$ cat config.mk
export PLATFORM = sky130hd
export DESIGN_NAME = chest_freq_interp
export DESIGN_NICKNAME = d
export VERILOG_FILES = /design/src/rtl/nb_chest_pkg.sv /design/src/rtl/chest_interp_point.sv /design/src/rtl/chest_freq_interp.sv
export SDC_FILE = /design/constraint.sdc
export NUM_CORES = 2
export LEC_CHECK = 0
export BUFFER_PORTS_ARGS = -buffer_cell sky130_fd_sc_hd__buf_2
export CAP_MARGIN = 40
export CORE_MARGIN = 2
export CORE_UTILIZATION = 36
export DETAILED_ROUTE_END_ITERATION = 6
export SLEW_MARGIN = 10
export SYNTH_ARGS = -nofsm -noshare
export SYNTH_HDL_FRONTEND = slang
export SYNTH_SLANG_ARGS = --single-unit
export TNS_END_PERCENT = 1
$ cat constraint.sdc
create_clock -name clk -period 34.7 [get_ports clk]
set_clock_uncertainty 0.2 [all_clocks]
set_input_delay 6.94 -clock clk [delete_from_list [all_inputs] [get_ports clk]]
set_output_delay 6.94 -clock clk [all_outputs]
set_load 0.01 [all_outputs]
$ cat src/rtl/nb_chest_pkg.sv
// Shared constants, state type and helpers for the
// NB-IoT channel-estimate frequency interpolator.
package nb_chest_pkg;

  localparam int WIDTH_EST     = 17;
  localparam int N_SC          = 12;
  localparam int PILOT_SPACING = 3;
  localparam int THIRD_Q16     = 21845;
  localparam int ROUND_Q16     = 32768;

  typedef enum logic {
    IDLE,
    RUN
  } state_e;

  // a - b one bit wider than the operands, so it never wraps
  function automatic logic signed [WIDTH_EST:0] pdiff(
    input logic signed [WIDTH_EST-1:0] a,
    input logic signed [WIDTH_EST-1:0] b
  );
    return (WIDTH_EST+1)'(a) - (WIDTH_EST+1)'(b);
  endfunction

endpackage

$ cat src/rtl/chest_interp_point.sv
// One interpolated sample: base + round(j*delta/3),
// saturated to the signed estimate range.
module chest_interp_point
  import nb_chest_pkg::*;
(
  input  logic signed [WIDTH_EST-1:0] base_i,
  input  logic signed [WIDTH_EST:0]   delta_i,
  input  logic        [1:0]           j_i,
  output logic signed [WIDTH_EST-1:0] sample_o
);

  localparam int PW = WIDTH_EST + 20;
  localparam logic signed [PW-1:0] SMAX =
    PW'((1 <<< (WIDTH_EST-1)) - 1);
  localparam logic signed [PW-1:0] SMIN = ~SMAX;

  logic signed [WIDTH_EST+1:0] x;
  logic signed [PW-1:0]        prod;
  logic signed [PW-1:0]        third;
  logic signed [PW-1:0]        sum;

  always_comb begin
    unique case (j_i)
      2'd1:    x = {delta_i[WIDTH_EST], delta_i};
      2'd2:    x = {delta_i, 1'b0};
      default: x = '0;
    endcase
    prod  = PW'(x) * PW'(THIRD_Q16) + PW'(ROUND_Q16);
    third = prod >>> 16;
    sum   = PW'(base_i) + third;
    if (sum > SMAX) begin
      sample_o = SMAX[WIDTH_EST-1:0];
    end else if (sum < SMIN) begin
      sample_o = SMIN[WIDTH_EST-1:0];
    end else begin
      sample_o = sum[WIDTH_EST-1:0];
    end
  end

endmodule

$ cat src/rtl/chest_freq_interp.sv
// Expands four pilot estimates into 12 subcarrier
// estimates, streamed one per valid/ready handshake.
module chest_freq_interp
  import nb_chest_pkg::*;
(
  input  logic                        clk,
  input  logic                        rst,
  input  logic                        start,
  input  logic signed [WIDTH_EST-1:0] h0_re,
  input  logic signed [WIDTH_EST-1:0] h3_re,
  input  logic signed [WIDTH_EST-1:0] h6_re,
  input  logic signed [WIDTH_EST-1:0] h9_re,
  input  logic signed [WIDTH_EST-1:0] h0_im,
  input  logic signed [WIDTH_EST-1:0] h3_im,
  input  logic signed [WIDTH_EST-1:0] h6_im,
  input  logic signed [WIDTH_EST-1:0] h9_im,
  output logic                        out_valid,
  input  logic                        out_ready,
  output logic [3:0]                  out_idx,
  output logic signed [WIDTH_EST-1:0] out_re,
  output logic signed [WIDTH_EST-1:0] out_im,
  output logic                        out_last,
  output logic                        busy,
  output logic                        done
);

  state_e state_q;

  logic signed [WIDTH_EST-1:0] hre_q [4];
  logic signed [WIDTH_EST-1:0] him_q [4];

  logic [1:0] p_q, j_q, p_d, j_d;
  logic [3:0] idx_q, idx_d;

  logic signed [WIDTH_EST-1:0] re_q, im_q;
  logic signed [WIDTH_EST-1:0] base_re, base_im;
  logic signed [WIDTH_EST-1:0] samp_re, samp_im;
  logic signed [WIDTH_EST:0]   dlt_re, dlt_im;

  logic valid_q, last_q, busy_q, done_q;

  always_comb begin
    j_d   = (j_q == 2'd2) ? 2'd0 : j_q + 2'd1;
    p_d   = (j_q == 2'd2) ? p_q + 2'd1 : p_q;
    idx_d = {2'b0, p_d} * 4'(PILOT_SPACING)
          + {2'b0, j_d};
    base_re = hre_q[p_d];
    base_im = him_q[p_d];
    // last segment reuses the 6->9 slope to extrapolate
    unique case (p_d)
      2'd0: begin
        dlt_re = pdiff(hre_q[1], hre_q[0]);
        dlt_im = pdiff(him_q[1], him_q[0]);
      end
      2'd1: begin
        dlt_re = pdiff(hre_q[2], hre_q[1]);
        dlt_im = pdiff(him_q[2], him_q[1]);
      end
      default: begin
        dlt_re = pdiff(hre_q[3], hre_q[2]);
        dlt_im = pdiff(him_q[3], him_q[2]);
      end
    endcase
  end

  chest_interp_point u_pt_re (
    .base_i   (base_re),
    .delta_i  (dlt_re),
    .j_i      (j_d),
    .sample_o (samp_re)
  );

  chest_interp_point u_pt_im (
    .base_i   (base_im),
    .delta_i  (dlt_im),
    .j_i      (j_d),
    .sample_o (samp_im)
  );

  always_ff @(posedge clk or posedge rst) begin
    if (rst) begin
      state_q <= IDLE;
      for (int i = 0; i < 4; i++) begin
        hre_q[i] <= '0;
        him_q[i] <= '0;
      end
      p_q     <= '0;
      j_q     <= '0;
      idx_q   <= '0;
      re_q    <= '0;
      im_q    <= '0;
      valid_q <= 1'b0;
      last_q  <= 1'b0;
      busy_q  <= 1'b0;
      done_q  <= 1'b0;
    end else begin
      done_q <= 1'b0;
      unique case (state_q)
        IDLE: begin
          if (start) begin
            hre_q[0] <= h0_re;
            hre_q[1] <= h3_re;
            hre_q[2] <= h6_re;
            hre_q[3] <= h9_re;
            him_q[0] <= h0_im;
            him_q[1] <= h3_im;
            him_q[2] <= h6_im;
            him_q[3] <= h9_im;
            p_q      <= '0;
            j_q      <= '0;
            idx_q    <= '0;
            // offset 0 is the pilot itself
            re_q     <= h0_re;
            im_q     <= h0_im;
            valid_q  <= 1'b1;
            last_q   <= 1'b0;
            busy_q   <= 1'b1;
            state_q  <= RUN;
          end
        end
        RUN: begin
          if (out_ready) begin
            if (last_q) begin
              valid_q <= 1'b0;
              last_q  <= 1'b0;
              busy_q  <= 1'b0;
              done_q  <= 1'b1;
              state_q <= IDLE;
            end else begin
              p_q    <= p_d;
              j_q    <= j_d;
              idx_q  <= idx_d;
              re_q   <= samp_re;
              im_q   <= samp_im;
              last_q <= (idx_d == 4'(N_SC - 1));
            end
          end
        end
        default: state_q <= IDLE;
      endcase
    end
  end

  assign out_valid = valid_q;
  assign out_idx   = idx_q;
  assign out_re    = re_q;
  assign out_im    = im_q;
  assign out_last  = last_q;
  assign busy      = busy_q;
  assign done      = done_q;

endmodule

==> results.ini <==
[yosys]
async_reset_ff_share_pct=100
synthCells=3021
synth-edff-count=0
syn_nets=3806
ys_types=98
ys_seq_area_share_pct=17.2
ys_ff_latch=182
synth_xor_area_share_pct=4.88
synth_top_area_cell=ha_1
synth_mux_area_share_pct=3.52
synth_flop_cell=dfrtp_1
synthSimpleGateAreaFrac_pct=13.1
netlist.area_leader.share_pct=19.3
synth_adder_area_share_pct=37.1
syn-cell-area_um2=26500
yosysMostFrequentCell=inv_1
syn_area_per_cell_um2=8.78
synth.area.top_cells=ha_1 19%, fa_1 18%, dfrtp_1 17%
yosys-top-cells-count=517 x inv_1, 409 x ha_1, 321 x nand2_1
synth_compound_area_share_pct=15.6
ys.warnings.count=0
synth_top_family_by_area=adder cells

[drt]
wl_per_cell_um=19.6
drtAntennaViolNets=0
drc=0
drt_iter0_drc=1552
firstDrtPassIters=5
vias=21700
wl_um=81300
via_per_inst=5.24

[floorplanning]
ios=182
die_w_um=276
num_rows=99
die_h_um=276
start_util_pct=36.4
die_area_um2=75900
coreArea_um2=73000

[clocking]
htreeDepth=4
clk_path_buf_depth=2
clkTransAtPathRegs_ns=0.08
cts_resized=0
ctsRootBufferMaster=clkbuf_16
postCtsSetupRepairBufs=0
clock-sinks=182
clk_latency_ns=0.46
cts_tree=done
postCtsHoldBufs=0
numCtsBuffers=17

[grt]
grt_usage_pct=21.7
overflow=0
grt_pass1_wl_um=126000
grt_max_degree=85
antenna_found_initial=3
grt_pass1_vias=21600

[sta]
fin_crit_sh_pct=38.6
tns_ns=0
finalCriticalPeriod_ns=13.40
finalSetupViolCount=0
maxSlewHeadroom_pct=29.0
rsz0062_at_grt=false
worst_slew_pin_slew_ns=1.05
hold_viol_final=0
max_freq_mhz=74.6
slew_viol_final=0

[hold_path]
hold_path_class=flop to flop

[setup_path]
crit_path_end_kind=flop
worst_setup_path_start_kind=flop
r2r_slack_ns=21.30
critPathArrivalTime_ns=13.58
crit_required_ns=34.88
cpPeakStageDelay_ns=0.82
critPathMaxFanout=38
timing_worst_setup_path_type=flop to flop
slowest_stage=nor4_1

[final_layout]
areaGrowthSynthToFinish_pct=10.2
design_area_um2=29200
nFillCells=7306
drive_gt1_share_pct=10.6
multi_input_area_um2=19700
final_nets=3956
n_antenna_cell=0
seqCellArea_um2=4560

[placement]
port-buffer-count=181
postPlaceCellArea_um2=28700
dp_hpwl_um=68000
gp_congestion=0.919

[flow_run]
maxCapViolCount=0

[outcome]
outcome=finished clean

## cell usage in the layout (no fill, tap or decap), types with 31 or more instances in the layout
cell      count
nor3_1       71
nand2_1     321
a21oi_1     163
inv_1       516
mux4_2       34
a21o_1       61
dfrtp_1     181
ha_1        409
xnor2_1      98
nand3_1      43
fa_1        236
o21ai_0     189
nor2_1      134
nand2b_1     31
xor2_1       48
buf_2       182
## area by class of cell
cell class / instances / area share (%)
multi-input cells: 2236 / 67.5
clock inverters: 15 / 0.531
inverters: 520 / 6.70
repair buffers: 214 / 4.12
flip-flops and latches: 182 / 15.6
well taps: 959 / 4.10
clock buffers: 17 / 1.46
## cells by family after synthesis
kind of cell / Yosys count
compound gates: 644
mux: 50
xor+xnor: 148
fa+ha+maj: 645
buf+inv: 603
simple gates: 749
flops: 182
## registers in the layout, summed over array words and instances (netlist names)
register	flops
busy	1
done	1
him_q	68
hre_q	68
j_q	2
out_idx	4
out_im	17
out_last	1
out_re	17
p_q	2
state_q	1
## per-layer routing
| layer | vias to the layer above | GRT usage [%] | wire length, um |
|---|---|---|---|
| met5 | - | 0 | 23 |
| met4 | 4 | 7.62 | 2900 |
| met3 | 120 | 3.51 | 4830 |
| met2 | 574 | 33.3 | 35700 |
| met1 | 10600 | 30.8 | 37900 |
| li1 | 10500 | - | - |
## worst max-delay path: cells and delay by family, from the launching register on
family	cells	cell delay, ns
AO/OA/AOI/OAI	11	2.51
adder cells (fa/ha/maj)	8	3.33
flip-flops	1	0.33
AND/OR/NAND/NOR	9	3.26
buffers and inverters	9	2.78
XOR/XNOR	4	0.82
## worst paths after layout
| check | from | cells after the start | to |
|---|---|---|---|
| max in group asynchronous | rst | 3 | state_q |
| max reg2reg | j_q[1] | 41 | out_im[14] |
| min in group asynchronous | rst | 2 | him_q[10] |
| min reg2reg | out_im[16] | 1 | out_im[16] |
| max | j_q[1] | 41 | out_im[14] |
| min | out_im[16] | 1 | out_im[16] |
## through the flow
step	setup slack [ns]	hold WS (ns)	cells	utilization (%)
finish	21.30	0.299	4143	40.1
global route	20.45	0.331	4143	40.1
floorplan	22.62	0.267	3021	-
detailed placement	21.51	0.282	4111	39.3
global placement	21.38	0.280	4107	39.2
CTS	21.46	0.302	4143	40.1
Power is left out: the tool's default activity adds up to more than one toggle a clock period on the data nets, which glitch-free logic cannot reach.
